**src/rtl/mem_port_arbiter_pkg.sv**
```systemverilog
// Shared types and constants for the memory port arbiter.
//   arb_state_e : arbiter FSM states
//   bus_req_t   : request fields held on the memory port while a request is outstanding
//   starve_cnt_width() : width of the starvation counter for a given limit
package mem_port_arbiter_pkg;

    localparam int unsigned AddrWidth = 32;
    localparam int unsigned DataWidth = 32;
    localparam int unsigned StrbWidth = DataWidth / 8;
    localparam int unsigned CntWidth  = 32;

    typedef enum logic [2:0] {
        StIdle    = 3'd0,
        StReqIf   = 3'd1,
        StReqMem  = 3'd2,
        StRespIf  = 3'd3,
        StRespMem = 3'd4
    } arb_state_e;

    typedef struct packed {
        logic                 wen;
        logic [AddrWidth-1:0] addr;
        logic [DataWidth-1:0] wdata;
        logic [StrbWidth-1:0] wstrb;
    } bus_req_t;

    // Enough bits to hold 0..limit; limit is expected to be >= 1.
    function automatic int unsigned starve_cnt_width(int unsigned limit);
        return $clog2(limit + 1);
    endfunction

endpackage

```
**src/rtl/mem_port_arbiter_if.sv**
```systemverilog
// Signal bundle around the memory port arbiter: IF requester, MEM requester, external memory
// port, pipeline cancel and the conflict performance counter.
//   modport master : the arbiter itself (it owns the external memory port)
//   modport slave  : the surroundings (IF stage, MEM stage, memory)
interface mem_port_arbiter_if;
    import mem_port_arbiter_pkg::*;

    logic                 cancel;

    logic                 IF_req_valid;
    logic [AddrWidth-1:0] IF_addr;
    logic                 IF_req_ready;
    logic                 IF_resp_valid;
    logic [DataWidth-1:0] IF_rdata;
    logic                 IF_resp_ready;

    logic                 MEM_req_valid;
    logic                 MEM_wen;
    logic [AddrWidth-1:0] MEM_addr;
    logic [DataWidth-1:0] MEM_wdata;
    logic [StrbWidth-1:0] MEM_wstrb;
    logic                 MEM_req_ready;
    logic                 MEM_resp_valid;
    logic [DataWidth-1:0] MEM_rdata;
    logic                 MEM_resp_ready;

    logic                 bus_req_valid;
    logic                 bus_req_ready;
    logic                 bus_wen;
    logic [AddrWidth-1:0] bus_addr;
    logic [DataWidth-1:0] bus_wdata;
    logic [StrbWidth-1:0] bus_wstrb;
    logic [DataWidth-1:0] bus_rdata;
    logic                 bus_rdata_valid;
    logic                 bus_rdata_ready;

    logic [CntWidth-1:0]  Arb_conflict_cnt;

    modport master (
        input  cancel,
        input  IF_req_valid, IF_addr, IF_resp_ready,
        output IF_req_ready, IF_resp_valid, IF_rdata,
        input  MEM_req_valid, MEM_wen, MEM_addr, MEM_wdata, MEM_wstrb, MEM_resp_ready,
        output MEM_req_ready, MEM_resp_valid, MEM_rdata,
        output bus_req_valid, bus_wen, bus_addr, bus_wdata, bus_wstrb, bus_rdata_ready,
        input  bus_req_ready, bus_rdata, bus_rdata_valid,
        output Arb_conflict_cnt
    );

    modport slave (
        output cancel,
        output IF_req_valid, IF_addr, IF_resp_ready,
        input  IF_req_ready, IF_resp_valid, IF_rdata,
        output MEM_req_valid, MEM_wen, MEM_addr, MEM_wdata, MEM_wstrb, MEM_resp_ready,
        input  MEM_req_ready, MEM_resp_valid, MEM_rdata,
        input  bus_req_valid, bus_wen, bus_addr, bus_wdata, bus_wstrb, bus_rdata_ready,
        output bus_req_ready, bus_rdata, bus_rdata_valid,
        input  Arb_conflict_cnt
    );

endinterface

```
**src/rtl/mem_port_arbiter.sv**
```systemverilog
// Shares the single external memory port between instruction fetch (IF) and load/store (MEM).
// One transaction at a time: IDLE grant -> REQ (held until bus_req_ready) -> RESP (reads only).
// MEM wins contention unless IF has lost STARVE_LIMIT contended arbitrations in a row.
// A fetch cancelled while in flight still completes on the bus; its read data is swallowed.
// Ports:
//   clk  : clock
//   rst  : synchronous active-high reset
//   port : mem_port_arbiter_if.master bundle (IF/MEM requesters, memory port, cancel, perf count)
module mem_port_arbiter
    import mem_port_arbiter_pkg::*;
#(
    parameter int unsigned STARVE_LIMIT = 4
) (
    input logic                clk,
    input logic                rst,
    mem_port_arbiter_if.master port
);

    localparam int unsigned               StarveWidth = starve_cnt_width(STARVE_LIMIT);
    localparam logic [StarveWidth-1:0] StarveMax   = StarveWidth'(STARVE_LIMIT);

    arb_state_e             state_q, state_d;
    logic                   drop_q, drop_d;
    logic [StarveWidth-1:0] starve_q, starve_d;
    logic [CntWidth-1:0]    conflict_q, conflict_d;
    bus_req_t               bus_q, bus_d;

    logic grant_if;
    logic grant_mem;
    logic dropping;
    logic rdata_ack;

    always_comb begin
        state_d    = state_q;
        drop_d     = drop_q;
        starve_d   = starve_q;
        conflict_d = conflict_q;
        bus_d      = bus_q;
        grant_if   = 1'b0;
        grant_mem  = 1'b0;
        dropping   = 1'b0;
        rdata_ack  = 1'b0;

        port.IF_req_ready    = 1'b0;
        port.IF_resp_valid   = 1'b0;
        port.IF_rdata        = '0;
        port.MEM_req_ready   = 1'b0;
        port.MEM_resp_valid  = 1'b0;
        port.MEM_rdata       = '0;
        port.bus_req_valid   = 1'b0;
        port.bus_rdata_ready = 1'b0;

        unique case (state_q)
            StIdle: begin
                // No grants while reset is held so no requester sees a phantom handshake.
                if (!rst) begin
                    if (port.IF_req_valid && port.MEM_req_valid) begin
                        conflict_d = conflict_q + CntWidth'(1);
                    end
                    // A fetch raised in the same cycle as a flush is already dead.
                    if (port.IF_req_valid && !port.cancel &&
                        (!port.MEM_req_valid || starve_q == StarveMax)) begin
                        grant_if = 1'b1;
                    end else if (port.MEM_req_valid) begin
                        grant_mem = 1'b1;
                    end
                end

                if (grant_if) begin
                    port.IF_req_ready = 1'b1;
                    bus_d.wen         = 1'b0;
                    bus_d.addr        = port.IF_addr;
                    bus_d.wdata       = '0;
                    bus_d.wstrb       = '0;
                    starve_d          = '0;
                    drop_d            = 1'b0;
                    state_d           = StReqIf;
                end else if (grant_mem) begin
                    port.MEM_req_ready = 1'b1;
                    bus_d.wen          = port.MEM_wen;
                    bus_d.addr         = port.MEM_addr;
                    bus_d.wdata        = port.MEM_wdata;
                    bus_d.wstrb        = port.MEM_wstrb;
                    if (port.IF_req_valid && starve_q != StarveMax) begin
                        starve_d = starve_q + StarveWidth'(1);
                    end
                    state_d = StReqMem;
                end
            end

            StReqIf: begin
                port.bus_req_valid = 1'b1;
                if (port.cancel) begin
                    drop_d = 1'b1;
                end
                if (port.bus_req_ready) begin
                    state_d = StRespIf;
                end
            end

            StReqMem: begin
                port.bus_req_valid = 1'b1;
                if (port.bus_req_ready) begin
                    state_d = bus_q.wen ? StIdle : StRespMem;
                end
            end

            StRespIf: begin
                // A flush arriving together with the data must not leak it to the pipeline.
                dropping             = drop_q || port.cancel;
                port.IF_rdata        = port.bus_rdata;
                port.IF_resp_valid   = port.bus_rdata_valid && !dropping;
                port.bus_rdata_ready = dropping || port.IF_resp_ready;
                rdata_ack            = port.bus_rdata_valid && (dropping || port.IF_resp_ready);
                if (port.cancel) begin
                    drop_d = 1'b1;
                end
                if (rdata_ack) begin
                    drop_d  = 1'b0;
                    state_d = StIdle;
                end
            end

            StRespMem: begin
                port.MEM_rdata       = port.bus_rdata;
                port.MEM_resp_valid  = port.bus_rdata_valid;
                port.bus_rdata_ready = port.MEM_resp_ready;
                rdata_ack            = port.bus_rdata_valid && port.MEM_resp_ready;
                if (rdata_ack) begin
                    state_d = StIdle;
                end
            end

            default: begin
                state_d = StIdle;
            end
        endcase
    end

    always_ff @(posedge clk) begin
        if (rst) begin
            state_q    <= StIdle;
            drop_q     <= 1'b0;
            starve_q   <= '0;
            conflict_q <= '0;
            bus_q      <= '0;
        end else begin
            state_q    <= state_d;
            drop_q     <= drop_d;
            starve_q   <= starve_d;
            conflict_q <= conflict_d;
            bus_q      <= bus_d;
        end
    end

    assign port.bus_wen          = bus_q.wen;
    assign port.bus_addr         = bus_q.addr;
    assign port.bus_wdata        = bus_q.wdata;
    assign port.bus_wstrb        = bus_q.wstrb;
    assign port.Arb_conflict_cnt = conflict_q;

endmodule

```
**src/flat_wrapper.sv**
```systemverilog
// flat-port wrapper written by rule: the top's interface ports become plain ports
module mem_port_arbiter_flat import mem_port_arbiter_pkg::*;
#(
    parameter int unsigned STARVE_LIMIT = 4
)
  (clk, rst, port_cancel, port_IF_req_valid, port_IF_addr, port_IF_resp_ready, port_IF_req_ready, port_IF_resp_valid, port_IF_rdata, port_MEM_req_valid, port_MEM_wen, port_MEM_addr, port_MEM_wdata, port_MEM_wstrb, port_MEM_resp_ready, port_MEM_req_ready, port_MEM_resp_valid, port_MEM_rdata, port_bus_req_valid, port_bus_wen, port_bus_addr, port_bus_wdata, port_bus_wstrb, port_bus_rdata_ready, port_bus_req_ready, port_bus_rdata, port_bus_rdata_valid, port_Arb_conflict_cnt);
  mem_port_arbiter_if port_i ();
  input logic clk;
  input logic rst;
  input wire logic [$bits(port_i.cancel)-1:0] port_cancel;
  input wire logic [$bits(port_i.IF_req_valid)-1:0] port_IF_req_valid;
  input wire logic [$bits(port_i.IF_addr)-1:0] port_IF_addr;
  input wire logic [$bits(port_i.IF_resp_ready)-1:0] port_IF_resp_ready;
  output wire logic [$bits(port_i.IF_req_ready)-1:0] port_IF_req_ready;
  output wire logic [$bits(port_i.IF_resp_valid)-1:0] port_IF_resp_valid;
  output wire logic [$bits(port_i.IF_rdata)-1:0] port_IF_rdata;
  input wire logic [$bits(port_i.MEM_req_valid)-1:0] port_MEM_req_valid;
  input wire logic [$bits(port_i.MEM_wen)-1:0] port_MEM_wen;
  input wire logic [$bits(port_i.MEM_addr)-1:0] port_MEM_addr;
  input wire logic [$bits(port_i.MEM_wdata)-1:0] port_MEM_wdata;
  input wire logic [$bits(port_i.MEM_wstrb)-1:0] port_MEM_wstrb;
  input wire logic [$bits(port_i.MEM_resp_ready)-1:0] port_MEM_resp_ready;
  output wire logic [$bits(port_i.MEM_req_ready)-1:0] port_MEM_req_ready;
  output wire logic [$bits(port_i.MEM_resp_valid)-1:0] port_MEM_resp_valid;
  output wire logic [$bits(port_i.MEM_rdata)-1:0] port_MEM_rdata;
  output wire logic [$bits(port_i.bus_req_valid)-1:0] port_bus_req_valid;
  output wire logic [$bits(port_i.bus_wen)-1:0] port_bus_wen;
  output wire logic [$bits(port_i.bus_addr)-1:0] port_bus_addr;
  output wire logic [$bits(port_i.bus_wdata)-1:0] port_bus_wdata;
  output wire logic [$bits(port_i.bus_wstrb)-1:0] port_bus_wstrb;
  output wire logic [$bits(port_i.bus_rdata_ready)-1:0] port_bus_rdata_ready;
  input wire logic [$bits(port_i.bus_req_ready)-1:0] port_bus_req_ready;
  input wire logic [$bits(port_i.bus_rdata)-1:0] port_bus_rdata;
  input wire logic [$bits(port_i.bus_rdata_valid)-1:0] port_bus_rdata_valid;
  output wire logic [$bits(port_i.Arb_conflict_cnt)-1:0] port_Arb_conflict_cnt;
  assign port_i.cancel = port_cancel;
  assign port_i.IF_req_valid = port_IF_req_valid;
  assign port_i.IF_addr = port_IF_addr;
  assign port_i.IF_resp_ready = port_IF_resp_ready;
  assign port_IF_req_ready = port_i.IF_req_ready;
  assign port_IF_resp_valid = port_i.IF_resp_valid;
  assign port_IF_rdata = port_i.IF_rdata;
  assign port_i.MEM_req_valid = port_MEM_req_valid;
  assign port_i.MEM_wen = port_MEM_wen;
  assign port_i.MEM_addr = port_MEM_addr;
  assign port_i.MEM_wdata = port_MEM_wdata;
  assign port_i.MEM_wstrb = port_MEM_wstrb;
  assign port_i.MEM_resp_ready = port_MEM_resp_ready;
  assign port_MEM_req_ready = port_i.MEM_req_ready;
  assign port_MEM_resp_valid = port_i.MEM_resp_valid;
  assign port_MEM_rdata = port_i.MEM_rdata;
  assign port_bus_req_valid = port_i.bus_req_valid;
  assign port_bus_wen = port_i.bus_wen;
  assign port_bus_addr = port_i.bus_addr;
  assign port_bus_wdata = port_i.bus_wdata;
  assign port_bus_wstrb = port_i.bus_wstrb;
  assign port_bus_rdata_ready = port_i.bus_rdata_ready;
  assign port_i.bus_req_ready = port_bus_req_ready;
  assign port_i.bus_rdata = port_bus_rdata;
  assign port_i.bus_rdata_valid = port_bus_rdata_valid;
  assign port_Arb_conflict_cnt = port_i.Arb_conflict_cnt;
  mem_port_arbiter #(.STARVE_LIMIT(STARVE_LIMIT)) u_core (.clk(clk), .rst(rst), .port(port_i));
endmodule
```
**config.mk**
```make
export PLATFORM = sky130hd
export DESIGN_NAME = mem_port_arbiter_flat
export DESIGN_NICKNAME = d
export VERILOG_FILES = /design/src/rtl/mem_port_arbiter_pkg.sv /design/src/rtl/mem_port_arbiter_if.sv /design/src/rtl/mem_port_arbiter.sv /design/src/flat_wrapper.sv
export SDC_FILE = /design/constraint.sdc
export NUM_CORES = 1
export LEC_CHECK = 0
export ABC_CLOCK_PERIOD_IN_PS = 5000
export CORE_AREA = 2 2 123 125
export CTS_BUF_LIST = sky130_fd_sc_hd__clkbuf_2
export CTS_CLUSTER_SIZE = 12
export DETAILED_ROUTE_END_ITERATION = 8
export DIE_AREA = 0 0 125 127
export GPL_ROUTABILITY_DRIVEN = 0
export GPL_TIMING_DRIVEN = 0
export PLACE_DENSITY = 0.88
export SETUP_SLACK_MARGIN = 0.05
export SLEW_MARGIN = 5
export SYNTH_ARGS = -nofsm -noshare
export SYNTH_HDL_FRONTEND = slang
export SYNTH_SLANG_ARGS = --single-unit
```
**constraint.sdc**
```tcl
create_clock -name clk -period 5 [get_ports clk]
set_clock_uncertainty 0.2 [all_clocks]
set_input_delay 0.5 -clock clk [delete_from_list [all_inputs] [get_ports clk]]
set_output_delay 0.5 -clock clk [all_outputs]
set_load 0.05 [all_outputs]
```
# Yosys cells after proc, flatten, opt, wreduce, memory -nomap -nowiden
# Cells that the tools add are included.
dict set report totals {
  register_bits 108
  inputBits 142
  word_cells 80
}
dict set report classes {
  addsub 2
  eq_ne 12
  n_mux 35
  reduce_logical 23
}
# operator n
set op_table {}
lappend op_table {{69-bit 2-to-1 mux} 2}
lappend op_table {{32-bit 2-to-1 mux} 2}
lappend op_table {{32-bit by 1-bit adder with 32-bit output, second input constant} 1}
lappend op_table {{3-bit 2-to-1 mux} 10}
lappend op_table {{1-bit 2-to-1 mux} 18}
lappend op_table {{3-bit case mux with 5 select lines} 1}
lappend op_table {{1-bit logical AND} 7}
lappend op_table {{3-bit by 2-bit equality test with 1-bit output, second input constant} 2}
lappend op_table {{3-bit equality test, second input constant} 2}
lappend op_table {{2-bit by 1-bit inequality test with 1-bit output, second input constant} 3}
lappend op_table {{2-bit AND reduction} 3}
lappend op_table {{5-bit AND reduction} 1}
lappend op_table {{2-bit inequality test, second input constant} 2}
lappend op_table {{2-bit nonzero test} 2}
lappend op_table {{3-bit by 1-bit adder with 3-bit output, second input constant} 1}
lappend op_table {{3-bit by 1-bit equality test with 1-bit output, second input constant} 1}
lappend op_table {{1-bit zero test} 3}
lappend op_table {{3-bit zero test} 1}
lappend op_table {{1-bit logical OR} 3}
lappend op_table {{3-bit by 1-bit inequality test with 1-bit output, second input constant} 1}
lappend op_table {{3-bit inequality test, second input constant} 1}
lappend op_table {{1-bit case mux with 3 select lines} 1}
lappend op_table {{3-bit AND reduction} 1}
lappend op_table {{3-bit nonzero test} 1}
lappend op_table {{other kinds (2)} 2}

# Logic depth before layout (Yosys ltp)
# Gate-level depths: netlist of run 1.
dict set report logic_depth {
  word_depth 9
  ltp_mapped 8
  depth_no_buf 6
}

# Worst setup path before layout of run 1
# OpenSTA, ideal clock, no wires.
dict set report synth_timing {
  path_type {input to output}
  from {input port port_IF_req_valid}
  to {output port port_IF_req_ready}
  arrival_time_ns 2.507
  setup_slack_ns 1.793
  stages 6
  path_cell_list {buf_2 -> nand2b_1 -> or2_2 -> buf_2 -> clkbuf_1 -> nor3_1}
}
dict set report synth_via {
  elab_chain_len 7
}
# element line
set synth_rtl {}
lappend synth_rtl {{start, declared} flat_wrapper.sv:11} ;# input wire logic [$bits(port_i.IF_req_valid)-1:0] port_IF_req_valid;
lappend synth_rtl {{1-bit logical AND (2 in a row)} mem_port_arbiter.sv:61} ;# if (port.IF_req_valid && !port.cancel &&
lappend synth_rtl {{1-bit 2-to-1 mux} mem_port_arbiter.sv:61}
lappend synth_rtl {{1-bit 2-to-1 mux} mem_port_arbiter.sv:56} ;# if (!rst) begin
lappend synth_rtl {{1-bit 2-to-1 mux} mem_port_arbiter.sv:53} ;# unique case (state_q)
lappend synth_rtl {{1-bit 2-to-1 mux} mem_port_arbiter.sv:69} ;# if (grant_if) begin
lappend synth_rtl {{1-bit 2-to-1 mux} mem_port_arbiter.sv:53}
lappend synth_rtl {{end, declared} flat_wrapper.sv:14} ;# output wire logic [$bits(port_i.IF_req_ready)-1:0] port_IF_req_ready;
# Every way passes these cells. The select of a mux whose other input is x is not followed.

# Final worst setup path of run 1
dict set report layout_timing {
  from {register u_core.starve_q[0]}
  to {output port port_IF_req_ready}
}
dict set report layout_via {
  elab_chain_len 8
}
# element line
set layout_rtl {}
lappend layout_rtl {{start, declared} mem_port_arbiter.sv:24} ;# logic [StarveWidth-1:0] starve_q, starve_d;
lappend layout_rtl {{start signal, assigned} mem_port_arbiter.sv:150} ;# starve_q <= starve_d;
lappend layout_rtl {{3-bit equality test} mem_port_arbiter.sv:62} ;# (!port.MEM_req_valid || starve_q == StarveMax)) begin
lappend layout_rtl {{1-bit logical OR} mem_port_arbiter.sv:62}
lappend layout_rtl {{1-bit logical AND} mem_port_arbiter.sv:61}
lappend layout_rtl {{1-bit 2-to-1 mux} mem_port_arbiter.sv:61}
lappend layout_rtl {{1-bit 2-to-1 mux} mem_port_arbiter.sv:56}
lappend layout_rtl {{1-bit 2-to-1 mux} mem_port_arbiter.sv:53}
lappend layout_rtl {{1-bit 2-to-1 mux} mem_port_arbiter.sv:69}
lappend layout_rtl {{1-bit 2-to-1 mux} mem_port_arbiter.sv:53}
# Every way passes these cells. The select of a mux whose other input is x is not followed.

==> metrics.md, run 1 <==
| Metric | Value |
|---|---|
| Count of synthesis-stage warnings from yosys | `0` |
| Number of unique standard cell types used by synthesis | `47` |
| H-tree levels | `3` |
| Port-buffer cells | `310` |
| Simple logic cell fraction of the synthesized area | `approximately a third` |
| Clock latency of the later-clocked register in the worst-skew pair | `between 600 and 700 ps` |
| Fmax | `247 MHz` |
| Pwr Total | `roughly 0.0024 W` |
| Number of flops mapped to enable cells by yosys | `0` |
| Sequential fraction of the synthesis area | `39.7%` |
| Starting density of the core | `37.7%` |
| Post-Synthesis Cell Area | `5440 µm²` |
| Clock period minus worst slack | `4050 ps` |
| Number of I/O pins | `313` |
| Placement Cell Area | `8780 µm²` |
| Number of iterations in the first detailed-routing pass | `5` |
| CTS-repair resized insts | `0` |
| FF+latch count, synth | `108` |
| Type of the worst setup path | `register to output pin` |
| DRC viols | `0` |
| Detailed-route wire length per cell | `between 15 and 20 µm` |
| DRT Wirelength | `20.6 mm` |
| Final number of setup-violating endpoints | `0` |
| Via count | `around 6200` |
| Worst path setup slack after routing | `~950 ps` |
| First DRT Iteration DRCs | `369` |
| Cell at the root of the clock tree | `sky130_fd_sc_hd__clkbuf_2` |
| Final-report max-slew violation count | `0` |
| Predominant post-synthesis flop cell | `sky130_fd_sc_hd__dfxtp_1` |
| Worst-margin pin slew | `757 ps` |
| Total overflow reported by the global router | `0` |
| Area of the core | `14400 µm²` |
| Final TNS setup | `0 ps` |
| Unrepaired setup endpoints after global routing | `false` |
| Final Cell Area | `8870 µm²` |
| TritonCTS Sinks | `approximately 110` |
| Routing usage on met3 | `6.83%` |
| Share of the synthesized area in compound gates (AO/OA/AOI/OAI) | `18.3%` |
| Clock tree from TritonCTS | `built` |
| Worst path arrival time | `3350 ps` |
| Run status | `complete, no violations` |
| Final Hold Viols | `0` |
| Worst supply voltage drop on vdd | `0.128 mV` |
| Kind of launch point of the worst setup path | `register` |
| Layout cell share with drive strength beyond 1 | `7.22%` |
| Die Span Y | `between 100 and 150 µm` |
| Worst relative slew slack | `about half` |
| Mean Syn Cell Area | `8.12 µm²` |
| Antenna diode instance count | `0` |
| Max Buffers Root-to-Sink | `2` |
| Synthesis-to-finish area growth | `63.1%` |
| Share of synthesized cell area in full adder, half adder and majority cells | `0.690%` |
| Mux cell area share after synthesis | `roughly 1.0%` |
| Total number of placement rows | `between 40 and 50` |
| Number of global-route vias before repair | `approximately 6000` |
| Detailed-placement wirelength estimate | `15.9 mm` |
| Area share of xor/xnor cells in the synthesized design | `under 10%` |
| Worst Path Max Fanout | `10` |
| Avg Vias per Cell | `5.27` |
| Global Route Usage Sum | `roughly a quarter` |
| Top library cells by usage in the layout, fill and taps aside | `310 x sky130_fd_sc_hd__clkdlybuf4s50_1, 117 x sky130_fd_sc_hd__nand2_1, 108 x sky130_fd_sc_hd__dfxtp_1` |
| TritonCTS Buffers | `9` |
| Share of the cycle needed by the critical path after routing | `81.0%` |
| Main combinational cell family by area after synthesis | `simple AND/OR/NAND/NOR gates` |
| Busiest grt layer | `met2` |
| Max-cap check violation count | `0` |
| # nets final | `between 1000 and 1500` |
| Post-detailed-route count of antenna-violating nets | `0` |
| Most common cell after layout, fill and taps aside | `sky130_fd_sc_hd__clkdlybuf4s50_1` |
| Crit path required time | `4300 ps` |
| Power density over cell area | `around 270 nW/µm²` |
| Critical Path End Type | `output pin` |
| DIE WIDTH | `125 µm` |
| Worst slack after detailed placement | `1080 ps` |
| Routing usage on met2 | `42.3%` |
| Pin count of the biggest net entering global routing | `18` |
| Global-route wire length before repair | `32.0 mm` |
| Initial antenna violation count | `0` |
| Number of instances in the synthesized netlist | `670` |
| Clock input transition at the sequential cells of the worst setup and hold paths | `290 ps` |
| Syn nets | `between 800 and 900` |
| Utilization of the core after routing | `61.5%` |
| FFs w/ async S/R, synth | `0%` |
| Global routing usage on met1 | `31.5%` |
| Total die area | `~16000 µm²` |
| Min-delay worst type | `primary input to register` |
| Static leakage | `3.09 nW` |
[layer usage]
metal  vias up  wire (µm)
met2       251       9820
met3        42       1580
li1       2996          -
met5         -          0
met4         0        579
met1      2940       8620
[cell families after synthesis]
logic type / after synthesis
simple gates: 352
compound gates: 123
flops: 108
buf+inv: 66
xor+xnor: 13
mux: 5
fa+ha+maj: 3
[layout make-up]
class	count	area (µm²)
fill	1220	5550
timing repair buffer	311	3110
multi-input combinational	496	2980
sequential	108	2160
buffer	56	267
tap	184	230
clock buffer	9	45.0
clock inverter	7	43.8
inverter	10	37.5
[registers in the layout, summed over array words and instances (netlist names)]
signal and count:
u_core.port.Arb_conflict_cnt 32, u_core.port.bus_addr 32, u_core.port.bus_wdata 32, u_core.port.bus_wstrb 4, u_core.starve_q 3, u_core.state_q 3, u_core.drop_q 1, u_core.port.bus_wen 1
[synth_stat cells, types with 7 or more instances]
| library cell | count | area share, % |
|---|---|---|
| sky130_fd_sc_hd__a21oi_1 | 56 | 5.1 |
| sky130_fd_sc_hd__a311oi_2 | 28 | 7.7 |
| sky130_fd_sc_hd__and2_1 | 68 | 7.8 |
| sky130_fd_sc_hd__and4_1 | 7 | 1.1 |
| sky130_fd_sc_hd__buf_2 | 12 | 1.1 |
| sky130_fd_sc_hd__clkbuf_1 | 36 | 2.5 |
| sky130_fd_sc_hd__dfxtp_1 | 108 | 40 |
| sky130_fd_sc_hd__inv_1 | 10 | 0.69 |
| sky130_fd_sc_hd__nand2_1 | 117 | 8.1 |
| sky130_fd_sc_hd__nand3_1 | 48 | 4.4 |
| sky130_fd_sc_hd__nand4_1 | 14 | 1.6 |
| sky130_fd_sc_hd__nor2_1 | 51 | 3.5 |
| sky130_fd_sc_hd__nor3_1 | 7 | 0.64 |
| sky130_fd_sc_hd__o21ai_0 | 7 | 0.64 |
| sky130_fd_sc_hd__o31ai_1 | 12 | 1.7 |
| sky130_fd_sc_hd__or4_1 | 11 | 1.5 |
| sky130_fd_sc_hd__xnor2_1 | 7 | 1.1 |
[worst max-delay path, cell delays in order (launching register included)]
cell	delay, ps
sky130_fd_sc_hd__dfxtp_1	420
sky130_fd_sc_hd__inv_1	60
sky130_fd_sc_hd__ha_1	210
sky130_fd_sc_hd__a21boi_1	370
sky130_fd_sc_hd__or2_2	180
sky130_fd_sc_hd__buf_2	230
sky130_fd_sc_hd__clkbuf_1	390
sky130_fd_sc_hd__nor3_1	110
sky130_fd_sc_hd__clkdlybuf4s50_1	750
[through the flow]
step | cells | hold WS [ps]
after global placement | 1164 | 237
after global routing | 1181 | 118
final | 1181 | 173
after CTS | 1181 | 124
after detailed placement | 1164 | 243
after floorplan | 670 | 249
[where the power goes]
group          internal [W]  switching [W]  total (W)
Sequential         0.000939      0.0000400   0.000979
Clock             0.0000615       0.000298   0.000359
Combinational      0.000397       0.000651    0.00105
Total               0.00140       0.000988    0.00239
[final timing paths]
| path | start | endpoint | slack [ps] | cells past startpoint |
|---|---|---|---|---|
| worst min register to register | u_core.port.bus_wdata[1]$_SDFFE_PP0P_ | u_core.port.bus_wdata[1]$_SDFFE_PP0P_ | 270 | 2 |
| worst max register to register | u_core.starve_q[0]$_SDFFE_PP0P_ | u_core.port.bus_addr[27]$_SDFFE_PP0P_ | 2340 | 8 |
| worst min-delay path | rst | u_core.port.Arb_conflict_cnt[31]$_SDFFE_PP0P_ | 170 | 3 |
| worst max-delay path | u_core.starve_q[0]$_SDFFE_PP0P_ | port_IF_req_ready | 950 | 8 |
[what timing repair did]
action | 4_1_cts | 5_1_grt
buffers inserted | 0 | 0
hold buffers | 1 | 0
hold endpoints to repair | 2 | 0
endpoints found under the setup margin | 0 | 0
No activity file was read; power rests on OpenSTA's default activity.
==> inputs of run 2 (changes only) <==
ABC_CLOCK_PERIOD_IN_PS = 3350   (was 5000)
CORE_AREA = default   (was 2 2 123 125)
CORE_MARGIN = 1.5   (was default)
CORE_UTILIZATION = 36   (was default)
DIE_AREA = default   (was 0 0 125 127)
PLACE_DENSITY = 0.89   (was 0.88)
clock period = 3.35 ns   (was 5 ns; I/O delays follow)
==> run 2 against run 1 <==
  * The run now ends with DRC left
  * Clock power up 57%
  * Die area about the same
  * Worst setup slack worse by 700 ps
  * First-iteration DRC count down 12%
  * Flip-flop and latch count unchanged
  * Critical path depth down 2
  * Largest cell class unchanged
  * Via count down 1.7%
  * Routed wire length down 2.7%
  * Worst hold slack worse by 99 ps
==> metrics.md, run 2 (synthesis gave the netlist of run 1 again) <==
| Metric | Value |
|---|---|
| Share of the cycle needed by the critical path after routing | `just over 90%` |
| Hold path startpoint | `port_MEM_wdata[15]` |
| Post-detailed-route count of antenna-violating nets | `0` |
| Worst-margin pin slew | `741 ps` |
| Initial antenna violation count | `0` |
| Clock tree from TritonCTS | `built` |
| Worst supply voltage drop on vdd | `approximately 0.26 mV` |
| Total overflow reported by the global router | `0` |
| Layout cell share with drive strength beyond 1 | `about 14%` |
| Final Hold Viols | `0` |
| Power density over cell area | `a little over 400 nW/µm²` |
| Global-route wire length before repair | `30.4 mm` |
| Antenna diode instance count | `0` |
| TritonCTS Sinks | `108` |
| Final-report max-slew violation count | `0` |
| Kind of launch point of the worst setup path | `register` |
| Via count | `6126` |
| Min-delay worst type | `primary input to register` |
| Number of I/O pins | `approximately 310` |
| Reg-to-reg startpoint | `u_core.starve_q[0]$_SDFFE_PP0P_` |
| Type of the worst setup path | `register to output pin` |
| Fillers | `1298` |
| Clock period minus worst slack | `3100 ps` |
| Clock latency of the later-clocked register in the worst-skew pair | `between 500 and 600 ps` |
| Critical path buffers and inverters | `3` |
| Starting density of the core | `37.2%` |
| Worst path arrival time | `2570 ps` |
| Hold path cells | `3` |
| Utilization of the core after routing | `59.9%` |
| Most common cell after layout, fill and taps aside | `sky130_fd_sc_hd__clkdlybuf4s50_1` |
| Critical Path End Type | `output pin` |
| Total number of placement rows | `44` |
| Static leakage | `~3.3 nW` |
| Crit path required time | `2810 ps` |
| Run status | `finished, violations left` |
| Worst Path Max Fanout | `9` |
| DRT Wirelength | `between 20 and 25 mm` |
| DRC viols | `22` |
| CP max-delay cell | `sky130_fd_sc_hd__dlygate4sd1_1` |
| # nets final | `between 1000 and 1500` |
| Detailed-placement wirelength estimate | `15.4 mm` |
| TritonCTS Buffers | `9` |
| First DRT Iteration DRCs | `323` |
| Placement Cell Area | `8780 µm²` |
| Endpoint of the worst-slack reg-to-reg timing path | `u_core.port.bus_addr[29]$_SDFFE_PP0P_` |
| Total die area | `15900 µm²` |
| Worst hold slack | `74.0 ps` |
| Unrepaired setup endpoints after global routing | `false` |
| Cell at the root of the clock tree | `sky130_fd_sc_hd__clkbuf_2` |
| DIE WIDTH | `roughly 130 µm` |
| Area of the core | `14600 µm²` |
| Violations in the final reports | `DRC` |
| Pin count of the biggest net entering global routing | `19` |
| Worst path top cell family by delay | `buffers and inverters` |
| Final number of setup-violating endpoints | `0` |
| Port-buffer cells | `between 300 and 400` |
| FF-to-FF setup slack | `710 ps` |
| Avg Vias per Cell | `between 5 and 6` |
| Max-cap check violation count | `0` |
| Detailed-route wire length per cell | `17.0 µm` |
| Max Buffers Root-to-Sink | `2` |
| Fmax | `322 MHz` |
| Die Span Y | `approximately 130 µm` |
| Final TNS setup | `0 ps` |
| Synthesis-to-finish area growth | `61.0%` |
| Crit-path max cell delay | `560 ps` |
| Cell-by-cell listing of the critical path | `buf_2 -> and3b_1 -> clkbuf_1 -> nand2_1 -> nor3_1 -> dlygate4sd1_1` |
| Final Cell Area | `between 8000 and 9000 µm²` |
| H-tree levels | `3` |
| Top library cells by usage in the layout, fill and taps aside | `241 x sky130_fd_sc_hd__clkdlybuf4s50_1, 117 x sky130_fd_sc_hd__nand2_1, 108 x sky130_fd_sc_hd__dfxtp_1` |
| Clock input transition at the sequential cells of the worst setup and hold paths | `310 ps` |
| Number of global-route vias before repair | `~5700` |
| Worst relative slew slack | `about half` |
| Pwr Total | `0.00357 W` |
| Register-to-Register Path Depth | `8` |
| Number of setup buffers added after CTS | `0` |
| Global Route Usage Sum | `23.9%` |
| Number of iterations in the first detailed-routing pass | `9` |
| Hold endpoint | `u_core.port.bus_wdata[15]$_SDFFE_PP0P_` |
run 2: cell types whose count changed in the layout (fill, tap and decap cells not counted), sizes merged:
cell           before  now
inv                10   11
dlygate4sd1         0    1
dlygate4sd2         0    1
clkbuf             45   78
clkdlybuf4s15       0   26
clkdlybuf4s50     310  241
dlymetal6s2s        0    7
clkinvlp            3    2
run 2: final cells by class:
type	count	area [µm²]	area share [%]
Tap cell	184	230	2.63
Sequential cell	108	2160	24.7
Multi-Input combinational cell	496	2980	34.0
Timing Repair Buffer	311	2990	34.1
Inverter	10	37.5	0.428
Buffer	55	267	3.04
Clock inverter	7	52.6	0.600
Clock buffer	9	45.0	0.514
run 2: how the worst max path moves through the flow:
stage / start / end / slack, ps / cells past startpoint
3_3_place_gp: port_MEM_req_valid / port_IF_req_ready / -200 / 7
6_report: u_core.state_q[1]$_SDFFE_PP0P_ / port_IF_resp_valid / 250 / 6
2_1_floorplan: u_core.starve_q[0]$_SDFFE_PP0P_ / port_IF_req_ready / 430 / 7
5_1_grt: u_core.state_q[1]$_SDFFE_PP0P_ / port_IF_resp_valid / 50 / 6
3_5_place_dp: port_MEM_req_valid / port_IF_req_ready / -210 / 7
4_1_cts: u_core.state_q[2]$_SDFFE_PP0P_ / port_MEM_rdata[7] / 50 / 5
run 2: report_power, final:
group	total, W	switching (W)	internal [W]
Combinational	0.00154	0.000964	0.000577
Sequential	0.00147	0.0000628	0.00140
Clock	0.000562	0.000460	0.000103
run 2: layer usage:
layer | share of wire, % | global-route usage [%]
met1 | 42 | 29.4
met2 | 48 | 41.3
met5 | 0 | 0
met4 | 2.3 | 6.69
met3 | 7.5 | 6.29
run 2: tightest hold or removal path, cell delays in order:
cell and delay [ps]:
sky130_fd_sc_hd__clkdlybuf4s50_1 400, sky130_fd_sc_hd__nand3_1 60, sky130_fd_sc_hd__a21oi_1 60
run 2: what timing repair did:
| action | in CTS | in global routing |
|---|---|---|
| hold endpoints to repair | 3 | 0 |
| setup endpoints to repair | 62 | 62 |
| hold buffers | 1 | 0 |
| gates resized for setup | 126 | 72 |
run 2: stage by stage:
stage / cells / worst slack, ps
floorplan: 670 / 430
global placement: 1164 / -199
detailed placement: 1164 / -208
CTS: 1180 / 54.4
global route: 1180 / 52.8
finish: 1180 / 247
